### config.mk
export PLATFORM = sky130hd
export DESIGN_NAME = uart_tx_buffered
export DESIGN_NICKNAME = d
export VERILOG_FILES = /design/src/rtl/uart_pkg.sv /design/src/rtl/byte_fifo.sv /design/src/rtl/uart_tx_buffered.sv
export SDC_FILE = /design/constraint.sdc
export NUM_CORES = 1
export LEC_CHECK = 0
export CELL_PAD_IN_SITES_DETAIL_PLACEMENT = 1
export CELL_PAD_IN_SITES_GLOBAL_PLACEMENT = 1
export CORE_MARGIN = 2
export CORE_UTILIZATION = 47
export CTS_CLUSTER_DIAMETER = 80
export DETAILED_ROUTE_END_ITERATION = 8
export HOLD_SLACK_MARGIN = 0.08
export PLACE_DENSITY = 0.79
export SLEW_MARGIN = 20
export SYNTH_ARGS = -nofsm -noshare
export SYNTH_HDL_FRONTEND = slang
export SYNTH_HIERARCHICAL = 1
export SYNTH_SLANG_ARGS = --single-unit
### constraint.sdc
create_clock -name CLK -period 3.49 [get_ports CLK]
set_clock_uncertainty 0.2 [all_clocks]
set_input_delay 0.5235 -clock CLK [delete_from_list [all_inputs] [get_ports CLK]]
set_output_delay 0.5235 -clock CLK [all_outputs]
set_load 0.1 [all_outputs]
### src/rtl/uart_pkg.sv
// ============================================================================
//  Module      : uart_pkg
//  Description : Shared types, constants and helpers for the buffered UART TX.
//  Revision    : 1.0  initial release
// ============================================================================
`default_nettype none

package uart_pkg;

    typedef enum logic [2:0] {
        IDLE   = 3'd0,
        START  = 3'd1,
        DATA   = 3'd2,
        PARITY = 3'd3,
        STOP   = 3'd4
    } state_t;

    localparam int UART_DATA_BITS = 8;

    function automatic int clks_per_bit(input int clk_freq, input int baud_rate);
        return clk_freq / baud_rate;
    endfunction

endpackage

`default_nettype wire

### src/rtl/byte_fifo.sv
// ============================================================================
//  Module      : byte_fifo
//  Description : Synchronous byte FIFO with first-word fall-through read data.
//  Revision    : 1.0  initial release
// ============================================================================
`default_nettype none

module byte_fifo
    import uart_pkg::*;
#(
    parameter int DEPTH = 16
) (
    input  logic                          CLK,
    input  logic                          RST,
    input  logic                          i_push,
    input  logic [UART_DATA_BITS-1:0]     i_data,
    input  logic                          i_pop,
    output logic [UART_DATA_BITS-1:0]     o_data,
    output logic                          o_full,
    output logic                          o_empty,
    output logic [$clog2(DEPTH):0]        o_count
);

    localparam int AW = $clog2(DEPTH);
    localparam int CW = AW + 1;

    logic [UART_DATA_BITS-1:0] r_mem [DEPTH];
    logic [AW-1:0]             r_wr_ptr;
    logic [AW-1:0]             r_rd_ptr;
    logic [CW-1:0]             r_count;
    logic                      w_full;
    logic                      w_empty;
    logic                      w_push_ok;
    logic                      w_pop_ok;

    assign w_full    = (r_count == CW'(DEPTH));
    assign w_empty   = (r_count == '0);
    // A push into a full FIFO is dropped even if a pop happens in the same cycle.
    assign w_push_ok = i_push && !w_full;
    assign w_pop_ok  = i_pop && !w_empty;

    always_ff @(posedge CLK) begin
        if (w_push_ok) begin
            r_mem[r_wr_ptr] <= i_data;
        end
    end

    always_ff @(posedge CLK or negedge RST) begin
        if (!RST) begin
            r_wr_ptr <= '0;
            r_rd_ptr <= '0;
            r_count  <= '0;
        end else begin
            if (w_push_ok) begin
                r_wr_ptr <= r_wr_ptr + AW'(1);
            end
            if (w_pop_ok) begin
                r_rd_ptr <= r_rd_ptr + AW'(1);
            end
            case ({w_push_ok, w_pop_ok})
                2'b10:   r_count <= r_count + CW'(1);
                2'b01:   r_count <= r_count - CW'(1);
                default: r_count <= r_count;
            endcase
        end
    end

    assign o_data  = r_mem[r_rd_ptr];
    assign o_full  = w_full;
    assign o_empty = w_empty;
    assign o_count = r_count;

endmodule

`default_nettype wire

### src/rtl/uart_tx_buffered.sv
// ============================================================================
//  Module      : uart_tx_buffered
//  Description : FIFO-buffered UART transmitter, 8N1 (8E1 when the macro
//                UART_TX_PARITY_EN is defined).
//  Revision    : 1.0  initial release
// ============================================================================
`default_nettype none

module uart_tx_buffered
    import uart_pkg::*;
#(
    parameter int CLK_FREQ   = 100_000_000,
    parameter int BAUD_RATE  = 115200,
    parameter int FIFO_DEPTH = 16
) (
    input  logic                          CLK,
    input  logic                          RST,
    input  logic [7:0]                    i_frame,
    input  logic                          i_ready,
    output logic                          o_uart_allowed,
    output logic                          o_tx,
    output logic                          o_busy,
    output logic [$clog2(FIFO_DEPTH):0]   o_fifo_count,
    output logic                          o_overflow
);

    localparam int CPB   = clks_per_bit(CLK_FREQ, BAUD_RATE);
    localparam int CNT_W = $clog2(CPB);
    localparam int IDX_W = $clog2(UART_DATA_BITS);
    localparam int CW    = $clog2(FIFO_DEPTH) + 1;

    state_t                    r_state;
    logic [CNT_W-1:0]          r_baud_cnt;
    logic [IDX_W-1:0]          r_bit_idx;
    logic [UART_DATA_BITS-1:0] r_shift;
    logic                      r_tx;
    logic                      r_overflow;

    logic [UART_DATA_BITS-1:0] w_rd_data;
    logic                      w_full;
    logic                      w_empty;
    logic [CW-1:0]             w_count;
    logic                      w_bit_end;
    logic                      w_last_bit;
    logic                      w_pop;
    logic                      w_tx_next;
`ifdef UART_TX_PARITY_EN
    logic                      w_parity;
`endif

    byte_fifo #(
        .DEPTH   (FIFO_DEPTH)
    ) u_fifo (
        .CLK     (CLK),
        .RST     (RST),
        .i_push  (i_ready),
        .i_data  (i_frame),
        .i_pop   (w_pop),
        .o_data  (w_rd_data),
        .o_full  (w_full),
        .o_empty (w_empty),
        .o_count (w_count)
    );

    assign w_bit_end  = (r_baud_cnt == CNT_W'(CPB - 1));
    assign w_last_bit = (r_bit_idx == IDX_W'(UART_DATA_BITS - 1));
    // Reloading at the end of STOP lets consecutive frames run with no idle gap.
    assign w_pop      = !w_empty && ((r_state == IDLE) || ((r_state == STOP) && w_bit_end));

`ifdef UART_TX_PARITY_EN
    assign w_parity = ^r_shift;
`endif

    always_comb begin
        w_tx_next = 1'b1;
        case (r_state)
            START:   w_tx_next = 1'b0;
            DATA:    w_tx_next = r_shift[r_bit_idx];
`ifdef UART_TX_PARITY_EN
            PARITY:  w_tx_next = w_parity;
`endif
            default: w_tx_next = 1'b1;
        endcase
    end

    always_ff @(posedge CLK or negedge RST) begin
        if (!RST) begin
            r_state    <= IDLE;
            r_baud_cnt <= '0;
            r_bit_idx  <= '0;
            r_shift    <= '0;
            r_tx       <= 1'b1;
        end else begin
            r_tx <= w_tx_next;
            case (r_state)
                IDLE: begin
                    r_baud_cnt <= '0;
                    if (w_pop) begin
                        r_shift <= w_rd_data;
                        r_state <= START;
                    end
                end
                START: begin
                    if (w_bit_end) begin
                        r_baud_cnt <= '0;
                        r_bit_idx  <= '0;
                        r_state    <= DATA;
                    end else begin
                        r_baud_cnt <= r_baud_cnt + CNT_W'(1);
                    end
                end
                DATA: begin
                    if (w_bit_end) begin
                        r_baud_cnt <= '0;
                        if (w_last_bit) begin
`ifdef UART_TX_PARITY_EN
                            r_state <= PARITY;
`else
                            r_state <= STOP;
`endif
                        end else begin
                            r_bit_idx <= r_bit_idx + IDX_W'(1);
                        end
                    end else begin
                        r_baud_cnt <= r_baud_cnt + CNT_W'(1);
                    end
                end
`ifdef UART_TX_PARITY_EN
                PARITY: begin
                    if (w_bit_end) begin
                        r_baud_cnt <= '0;
                        r_state    <= STOP;
                    end else begin
                        r_baud_cnt <= r_baud_cnt + CNT_W'(1);
                    end
                end
`endif
                STOP: begin
                    if (w_bit_end) begin
                        r_baud_cnt <= '0;
                        if (w_pop) begin
                            r_shift <= w_rd_data;
                            r_state <= START;
                        end else begin
                            r_state <= IDLE;
                        end
                    end else begin
                        r_baud_cnt <= r_baud_cnt + CNT_W'(1);
                    end
                end
                default: begin
                    r_baud_cnt <= '0;
                    r_state    <= IDLE;
                end
            endcase
        end
    end

    always_ff @(posedge CLK or negedge RST) begin
        if (!RST) begin
            r_overflow <= 1'b0;
        end else if (i_ready && w_full) begin
            r_overflow <= 1'b1;
        end
    end

    assign o_tx           = r_tx;
    assign o_overflow     = r_overflow;
    assign o_fifo_count   = w_count;
    assign o_uart_allowed = (w_count != CW'(FIFO_DEPTH));
    assign o_busy         = (r_state != IDLE) || !w_empty;

endmodule

`default_nettype wire

* After elaboration in Yosys (flattened, before gate mapping) *
Memories as Yosys holds them, arrays and structs flattened.
Index checks and enable logic that the tools add are counted.
W data, S select, Z words.

operators by class
  add/subtract/negate cells = 6
  $lt $le $gt $ge = 1
  equality and inequality tests = 15
  muxes and demuxes = 22
  reductions and logical operators = 19

operators by type and width
  operator                 number
  $mux W3                  8
  $mux W10                 2
  $mux W8                  2
  $pmux W8 S2              1
  $pmux W3 S4              1
  $add A10 B1 Y10 const B  1
  $eq A10 B10 Y1 const B   1
  $ne A2 B2 Y1 const B     5
  $pmux W5 S2              1
  $add A4 B1 Y4 const B    2
  $eq A3 B3 Y1 const B     2
  $pmux W3 S2              1
  $reduce_bool A2 Y1       3
  $add A5 B1 Y5 const B    1
  $eq A5 B5 Y1 const B     1
  $logic_and A1 B1 Y1      5
  $logic_not A5 Y1         1
  $ne A5 B5 Y1 const B     1
  $reduce_and A5 Y1        1
  $sub A5 B1 Y5 const B    1
  $lt A3 B4 Y1 const B     1
  $mux W1                  4
  $reduce_and A4 Y1        1
  $add A3 B1 Y3 const B    1
  13 further kinds         15

word-level totals
  register bits after elaboration = 39
  RAM bits = 128
  input bits = 11
  output and inout bits = 9
  word-level logic and storage cells = 73
  memories = 1

memories
  memory        depth  bits a word  rd ports  clocked after Yosys merged registers in  write ports  line             source
  u_fifo.r_mem  16     8            1         0                                        1            byte_fifo.sv:27  logic [UART_DATA_BITS-1:0] r_mem [DEPTH];

* Longest topological paths before layout *
Gate-level depths: netlist of the first run.

  depth in word-level cells = 7
  mapped depth = 15
  depth with buffers taken out = 14

* By module *
The synthesis of the first run kept the hierarchy.

modules (own cells, without submodules)
  module            instances  cells an instance  area each (um2)  seq. area each (um2)
  byte_fifo         1          332                5779.3           4169.0
  uart_tx_buffered  1          111                1253.7           651.9

* Worst setup path before layout of the first run *
Ideal clock, no wire load.

  kind = register to register
  start point = register u_fifo.r_count[0], in the netlist u_fifo/o_count[0]
  end point = register u_fifo.r_count[4], in the netlist u_fifo/o_count[4]
  setup time = 160 ps
  data arrival time = 3391 ps
  setup slack = -261 ps
  stages on the path, launching flop included = 16
  buffers on the path = 1
  cells stage by stage = dfrtp_1 nor4_2 and2b_1 nor3_1 o21ai_2 inv_1 nor2b_1 buf_2 ha_1 inv_1 fa_1 nor2b_1 o21ai_0 nand3_1 or3b_1 xnor2_1

between the ends
  word-level cells in the longest chain between the ends = 6
  elaborated cells between the ends (all ways) = 13
  classes of those cells = add/sub: 2; eq/ne: 3; mux: 1; reduce/logical: 7

RTL lines
  item                                               line                    source
  start: declaration                                 byte_fifo.sv:30         logic [CW-1:0] r_count;
  start signal: assignment                           byte_fifo.sv:61         2'b10: r_count <= r_count + CW'(1);
  start signal: assignment                           byte_fifo.sv:62         2'b01: r_count <= r_count - CW'(1);
  start signal: assignment                           byte_fifo.sv:63         default: r_count <= r_count;
  $logic_not A5 Y1 *                                 byte_fifo.sv:37         assign w_empty = (r_count == '0);
  via w_empty                                        uart_tx_buffered.sv:41  logic w_empty;
  $logic_not A1 Y1 *                                 uart_tx_buffered.sv:68  assign w_pop = !w_empty && ((r_state == IDLE) || ((r_state == STOP) && w_bit_end));
  $logic_and A1 B1 Y1 *                              uart_tx_buffered.sv:68
  via w_pop                                          uart_tx_buffered.sv:45  logic w_pop;
  $logic_and A1 B1 Y1 *                              byte_fifo.sv:40         assign w_pop_ok = i_pop && !w_empty;
  via u_fifo.w_pop_ok                                byte_fifo.sv:34         logic w_pop_ok;
  $eq A2 B1 Y1 or $eq A2 B2 Y1 (tied branches)       byte_fifo.sv:60         case ({w_push_ok, w_pop_ok})
  $pmux W5 S2 or $reduce_bool A2 Y1 (tied branches)  --

The timed path passes the listed nets; every way through them passes the cells marked *.
A chain may end at the register's enable or synchronous reset.

* Worst setup path in the final report of the first run *
  start point = register r_baud_cnt[4]
  end point = register u_fifo.r_count[4], in the netlist u_fifo/o_count[4]

between the ends
  word-level cells in the longest chain between the ends = 7
  elaborated cells between the ends (all ways) = 9
  classes of those cells = eq/ne: 3; mux: 1; reduce/logical: 5

RTL lines
  item                                               line                     source
  start: declaration                                 uart_tx_buffered.sv:33   logic [CNT_W-1:0] r_baud_cnt;
  start signal: assignment                           uart_tx_buffered.sv:109  r_baud_cnt <= r_baud_cnt + CNT_W'(1);
  start signal: assignment                           uart_tx_buffered.sv:125  r_baud_cnt <= r_baud_cnt + CNT_W'(1);
  start signal: assignment                           uart_tx_buffered.sv:148  r_baud_cnt <= r_baud_cnt + CNT_W'(1);
  $eq A10 B10 Y1 *                                   uart_tx_buffered.sv:65   assign w_bit_end = (r_baud_cnt == CNT_W'(CPB - 1));
  $logic_and A1 B1 Y1 *                              uart_tx_buffered.sv:68
  $logic_or A1 B1 Y1 *                               uart_tx_buffered.sv:68
  $logic_and A1 B1 Y1 *                              uart_tx_buffered.sv:68
  via w_pop                                          uart_tx_buffered.sv:45
  $logic_and A1 B1 Y1 *                              byte_fifo.sv:40
  $eq A2 B1 Y1 or $eq A2 B2 Y1 (tied branches)       byte_fifo.sv:60
  $pmux W5 S2 or $reduce_bool A2 Y1 (tied branches)  --

Marks and branches as above.

==> results.py, run 1 <==
metrics = {
    "sta": {
        "max_slew_margin_pct": 34.51,
        "setup_viol": 0,
        "rsz0062_at_grt": "false",
        "tightest_slew_ns": 0.9794,
        "period_minus_slack_ns": 3.310,
        "finalCritPeriodShare_pct": 94.85,
        "setup_tns_ns": 0,
        "finalHoldViolCount": 0,
        "max_freq_ghz": 0.3021,
        "finalMaxSlewViolations": 0,
    },
    "routing": {
        "drt_wl_total_um": 15730,
        "vias": 3909,
        "drt_iter0_markers": 283,
        "postRouteAntennaNets": 0,
        "first_pass_iters": 4,
        "wl_per_cell_um": 23.14,
        "drc": 0,
        "vias_per_cell": 5.749,
    },
    "grt": {
        "grt_pass1_vias": 4371,
        "grt_pass1_wl_um": 25350,
        "antenna_found_initial": 0,
        "grt_max_degree": 49,
        "overflow": 0,
        "grtUsageTotal_pct": 21.45,
    },
    "critical_path": {
        "path_max_fanout": 4,
        "critPathMaxStageDelay_ns": 0.42,
        "critPathLaunchType": "register",
        "slowest_stage": "dfrtp_1",
        "crit_top_cell": "inv_1",
        "arrival_ns": 3.43,
        "required_ns": 3.61,
        "crit_type": "reg -> reg",
        "path_cells": "or3_4 -> nor3_4 -> o21ai_2 -> inv_1 -> nor2b_2 -> ha_2 -> inv_1 -> fa_1 -> nor2b_1 -> o21ai_1 -> nand3_1 -> or3b_1 -> xnor2_1",
        "end_kind": "register",
    },
    "logic_synthesis": {
        "synth_flop_cell": "edfxtp_1",
        "synth_area_um2": 7033,
        "ys_ff_latch": 167,
        "syn_inst": 443,
        "synth_top_area_cell": "edfxtp_1",
        "synth_area_per_cell_um2": 15.88,
        "synth_edf_count": 128,
        "synth_cell_type_count": 44,
        "syn-num-nets": 467,
        "synth_area_leaders": "edfxtp_1, dfrtp_1, mux4_2",
        "ys_seq_area_share_pct": 68.55,
        "synth_top_area_share_pct": 54.65,
        "synth-async-reset-ratio_pct": 23.35,
        "ys.warnings.count": 6,
    },
    "layout": {
        "register_area_um2": 4830,
        "stdcell_count": 680,
        "n_antenna_cell": 0,
        "fin_nets": 507,
        "multi_input_area_um2": 2023,
        "mostFrequentLayoutCells": "edfxtp_1, dfrtp_1, nor2_1",
        "fin_area_um2": 8120,
        "drive_gt1_share_pct": 22.58,
        "mostFrequentLayoutCell": "edfxtp_1",
        "fill_cells": 1338,
        "fin_util_pct": 55.66,
        "syn_to_final_growth_pct": 15.46,
    },
    "floorplan": {
        "start_util_pct": 48.21,
        "die_y_um": 126.3,
        "io_pins": 20,
        "core-area_um2": 14590,
        "placement_rows": 44,
        "die_w_um": 126.3,
        "dieArea_um2": 15960,
    },
    "power": {
        "leakagePower_nw": 3.094,
        "vdd_drop_max_mv": 0.5325,
        "powerDensity_nw_per_um2": 654.3,
        "power.total_mw": 5.313,
    },
    "cts": {
        "cts_sinks": 167,
        "clk_pin_slew_ns": 0.07,
        "cts-root-buf": "clkbuf_16",
        "htree_num_levels": 4,
        "cts_tree": "built",
        "numCtsBuffers": 17,
        "clock_latency_ns": 0.43,
        "cts.path.max_buffers": 2,
    },
    "flow_run": {
        "drv_cap": 0,
    },
    "run_status": {
        "status": "finished, final reports clean",
    },
    "place": {
        "port_buffers": 19,
        "dp_hpwl_um": 10260,
        "dp.cells": 645,
        "place.gp.congestion": 0.8030,
        "place_area_um2": 7458,
    },
    "hold_path": {
        "hold_path.class": "reg -> reg",
    },
}
## path summary, 6_finish.rpt
kind,from,endpoint,slack [ns],cells after the start
setup / recovery,r_baud_cnt[4],u_fifo/o_count[4],0.18,13
max in group asynchronous,RST,u_fifo/o_count[1],1.93,2
setup reg to reg,r_baud_cnt[4],u_fifo/o_count[4],0.18,13
hold reg to reg,o_overflow,o_overflow,0.26,1
hold / removal,o_overflow,o_overflow,0.26,1
min in group asynchronous,RST,r_baud_cnt[9],0.56,2
## cell usage after synthesis (all sizes together), types with 3 or more instances
master  instances
ha             12
nand2          26
nand2b          4
nor4            3
nor2           30
nand3           7
edfxtp        128
a221oi          8
mux4           18
mux2           18
nor3            7
nor2b           4
buf            14
xor2            5
inv            15
o21ai          22
a21oi          10
xnor2          13
a22oi           9
clkbuf          6
mux2i          28
dfrtp          38
## metal layers
metal	track usage, %	vias to the layer above	routed length, µm
li1	-	1758	-
met1	27.39	2053	6692
met2	36.59	77	8256
met3	4.766	21	506
met4	7.304	0	276
met5	0	-	0
## cell families (layout without fill, tap and decap cells)
family                     Yosys count  in the layout  share of synthesized area (%)
muxes                               64             64                          12.68
AOI/OAI and AO/OA                   56             56                          5.141
buffers and inverters               35             88                          2.757
and+or+nand+nor                     90             90                          6.209
adders and majority gates           13             13                          2.419
xor gates and xnor gates            18             18                          2.242
DFF                                167            167                          68.55
## layout make-up
cell class / instances / share of cell area (%)
flip-flops and latches: 167 / 59.48
multi-input cells: 241 / 24.92
clock buffers: 17 / 5.239
repair buffers: 41 / 4.314
well taps: 184 / 2.835
clock inverters: 15 / 2.527
inverters: 15 / 0.6934
## through the flow
step           hold slack, ns  worst slack, ns
2_1_floorplan         0.02791          0.06777
3_3_place_gp           0.2425           0.2131
3_5_place_dp           0.2495          0.01693
4_1_cts                0.2656          0.05908
5_1_grt                0.2868          0.02279
6_report               0.2593           0.1798
## critical path: cells and delay by family, from the launching register on
kind | cells | cell delay [ns]
xor gates and xnor gates | 1 | 0.13
adders and majority gates | 2 | 0.64
buffers and inverters | 2 | 0.15
and+or+nand+nor | 6 | 1.44
AOI/OAI and AO/OA | 2 | 0.20
DFF | 1 | 0.42
## report_power, final
| group | switching, mW | internal (mW) |
|---|---|---|
| sequential | 0.130 | 2.36 |
| combinational | 0.589 | 0.238 |
| clock | 0.838 | 1.16 |
## registers in the layout, indices dropped and copies added (netlist names)
name,count
r_bit_idx,3
r_state,3
o_tx,1
u_fifo/r_wr_ptr,4
u_fifo/r_mem,128
r_shift,8
u_fifo/r_rd_ptr,4
o_overflow,1
r_baud_cnt,10
u_fifo/o_count,5
## what timing repair did
| action | 4_1_cts | 5_1_grt |
|---|---|---|
| setup buffers | 1 | 1 |
| resized for setup | 0 | 4 |
| hold endpoints to repair | 38 | 0 |
| hold buffers | 1 | 0 |
| pin swaps | 1 | 1 |
| endpoints found under the setup margin | 1 | 1 |
Power figures use the tool's default switching activity.
==> run 2, diff against run 1 <==
--- a/config.mk
+++ b/config.mk
@@ -7,13 +7,14 @@
 export LEC_CHECK = 0
 export CELL_PAD_IN_SITES_DETAIL_PLACEMENT = 1
 export CELL_PAD_IN_SITES_GLOBAL_PLACEMENT = 1
+export CORE_ASPECT_RATIO = 0.5
 export CORE_MARGIN = 2
-export CORE_UTILIZATION = 47
+export CORE_UTILIZATION = 49
+export CTS_BUF_LIST = sky130_fd_sc_hd__clkbuf_2
 export CTS_CLUSTER_DIAMETER = 80
 export DETAILED_ROUTE_END_ITERATION = 8
 export HOLD_SLACK_MARGIN = 0.08
-export PLACE_DENSITY = 0.79
-export SLEW_MARGIN = 20
+export PLACE_DENSITY = 0.82
 export SYNTH_ARGS = -nofsm -noshare
 export SYNTH_HDL_FRONTEND = slang
 export SYNTH_HIERARCHICAL = 1
==> results.py, run 2 (synthesis gave the netlist of run 1 again) <==
metrics = {
    "run_status": {
        "status": "finished, final reports clean",
    },
    "critical_path": {
        "slowest_stage": "clkdlybuf4s50_1",
        "crit_end": "o_uart_allowed",
        "reg2reg_from": "r_baud_cnt[2]",
        "critPathLaunchType": "register",
        "end_kind": "primary output",
        "reg2reg_slack_ns": 0.22,
        "required_ns": 2.77,
        "arrival_ns": 2.57,
        "path_cells": "nor4_1 -> nand2_1 -> clkdlybuf4s50_1",
        "rr_endpoint": "u_fifo/o_count[4]",
        "critPathMaxStageDelay_ns": 0.97,
        "path_max_fanout": 6,
        "crit_path_start": "u_fifo/o_count[0]",
        "crit_type": "reg -> out",
        "rr_worst_depth": 13,
    },
    "sta": {
        "fin_ws_ns": 0.1975,
        "period_minus_slack_ns": 3.292,
        "finalMaxSlewViolations": 0,
        "rsz0062_at_grt": "false",
        "tightest_slew_ns": 0.9701,
        "setup_tns_ns": 0,
        "finalCritPeriodShare_pct": 94.34,
        "hold_slack_ns": 0.2073,
        "max_freq_ghz": 0.3037,
        "finalHoldViolCount": 0,
        "setup_viol": 0,
        "max_slew_margin_pct": 35.13,
    },
    "layout": {
        "stdcell_count": 690,
        "top_register": "u_fifo/r_mem",
        "fin_util_pct": 56.52,
        "fin_area_um2": 7786,
        "fill_cells": 1322,
        "n_antenna_cell": 0,
        "drive_gt1_share_pct": 22.49,
        "reg_top3": "u_fifo/r_mem (128), r_baud_cnt (10), r_shift (8)",
        "mostFrequentLayoutCell": "edfxtp_1",
        "mostFrequentLayoutCells": "edfxtp_1, dfrtp_1, nor2_1, buf_4, mux2i_1",
        "fin_nets": 510,
        "syn_to_final_growth_pct": 10.71,
        "largest_reg_flops": 128,
    },
    "power": {
        "powerDensity_nw_per_um2": 573.8,
        "leakagePower_nw": 2.967,
        "power.total_mw": 4.468,
        "vdd_drop_max_mv": 0.2505,
    },
    "floorplan": {
        "start_util_pct": 51.05,
        "die_w_um": 173.4,
        "dieArea_um2": 15390,
        "core-area_um2": 13780,
        "placement_rows": 30,
        "io_pins": 20,
        "die_y_um": 88.72,
    },
    "cts": {
        "cts-root-buf": "clkbuf_2",
        "cts.path.max_buffers": 2,
        "clock_latency_ns": 0.72,
        "htree_num_levels": 4,
        "cts_tree": "built",
        "clk_pin_slew_ns": 0.25,
        "cts_sinks": 167,
        "numCtsBuffers": 17,
    },
    "grt": {
        "antenna_found_initial": 0,
        "grt_pass1_vias": 4042,
        "grtUsageTotal_pct": 21.64,
        "overflow": 0,
        "grt_pass1_wl_um": 24040,
        "grt_max_degree": 50,
    },
    "hold_path": {
        "hold_path.class": "in -> async",
    },
    "place": {
        "dp.cells": 656,
        "pre_cts_ws_ns": 0.09327,
        "place.gp.congestion": 0.7672,
        "dp_hpwl_um": 9930,
        "place_area_um2": 7488,
        "port_buffers": 19,
    },
    "routing": {
        "drc": 0,
        "postRouteAntennaNets": 0,
        "drt_iter0_markers": 382,
        "vias_per_cell": 5.739,
        "vias": 3960,
        "wl_per_cell_um": 22.41,
        "first_pass_iters": 5,
        "drt_wl_total_um": 15470,
    },
    "flow_run": {
        "drv_cap": 0,
    },
}
## run 2: final cells by class
cell class / count / area, µm² / area share [%]
Sequential cell: 167 / 4828 / 62.01
Multi-Input combinational cell: 241 / 2021 / 25.95
Timing Repair Buffer: 44 / 370.4 / 4.757
Tap cell: 192 / 240.2 / 3.085
Clock inverter: 14 / 185.2 / 2.378
Clock buffer: 17 / 85.08 / 1.093
Inverter: 15 / 56.30 / 0.7231
## run 2: report_power, final
group | internal, mW | switching, mW | leakage [nW]
registers | 2.36 | 0.143 | 1.63
logic | 0.240 | 0.589 | 1.18
clock network | 0.419 | 0.721 | 0.158
## run 2: routing by layer
metal	GRT usage, %	vias up	wire, µm
met4	7.473	0	275
met1	29.52	2044	6954
met5	0	-	0
met2	35.53	137	7253
li1	-	1752	-
met3	4.424	27	981
## run 2: worst max-delay path, delay by kind of cell (launching register included)
family | cells | cell delay, ns
buffers and inverters | 1 | 0.97
DFF | 1 | 0.51
and+or+nand+nor | 2 | 0.37
## run 2: repair_timing
item	4_1_cts	5_1_grt
resized for setup	0	1
endpoints found under the setup margin	0	1
hold endpoints to repair	38	0
hold buffers	1	0
buffers inserted	0	2
## run 2: worst min-delay path by stage
stage | start | to | slack [ns] | cells past startpoint
2_1_floorplan | RST | o_overflow | 0.03 | 0
3_3_place_gp | o_overflow | o_overflow | 0.24 | 1
3_5_place_dp | o_overflow | o_overflow | 0.25 | 1
4_1_cts | i_ready | o_overflow | 0.19 | 2
5_1_grt | i_ready | o_overflow | 0.17 | 2
6_report | RST | u_fifo/o_count[3] | 0.21 | 2
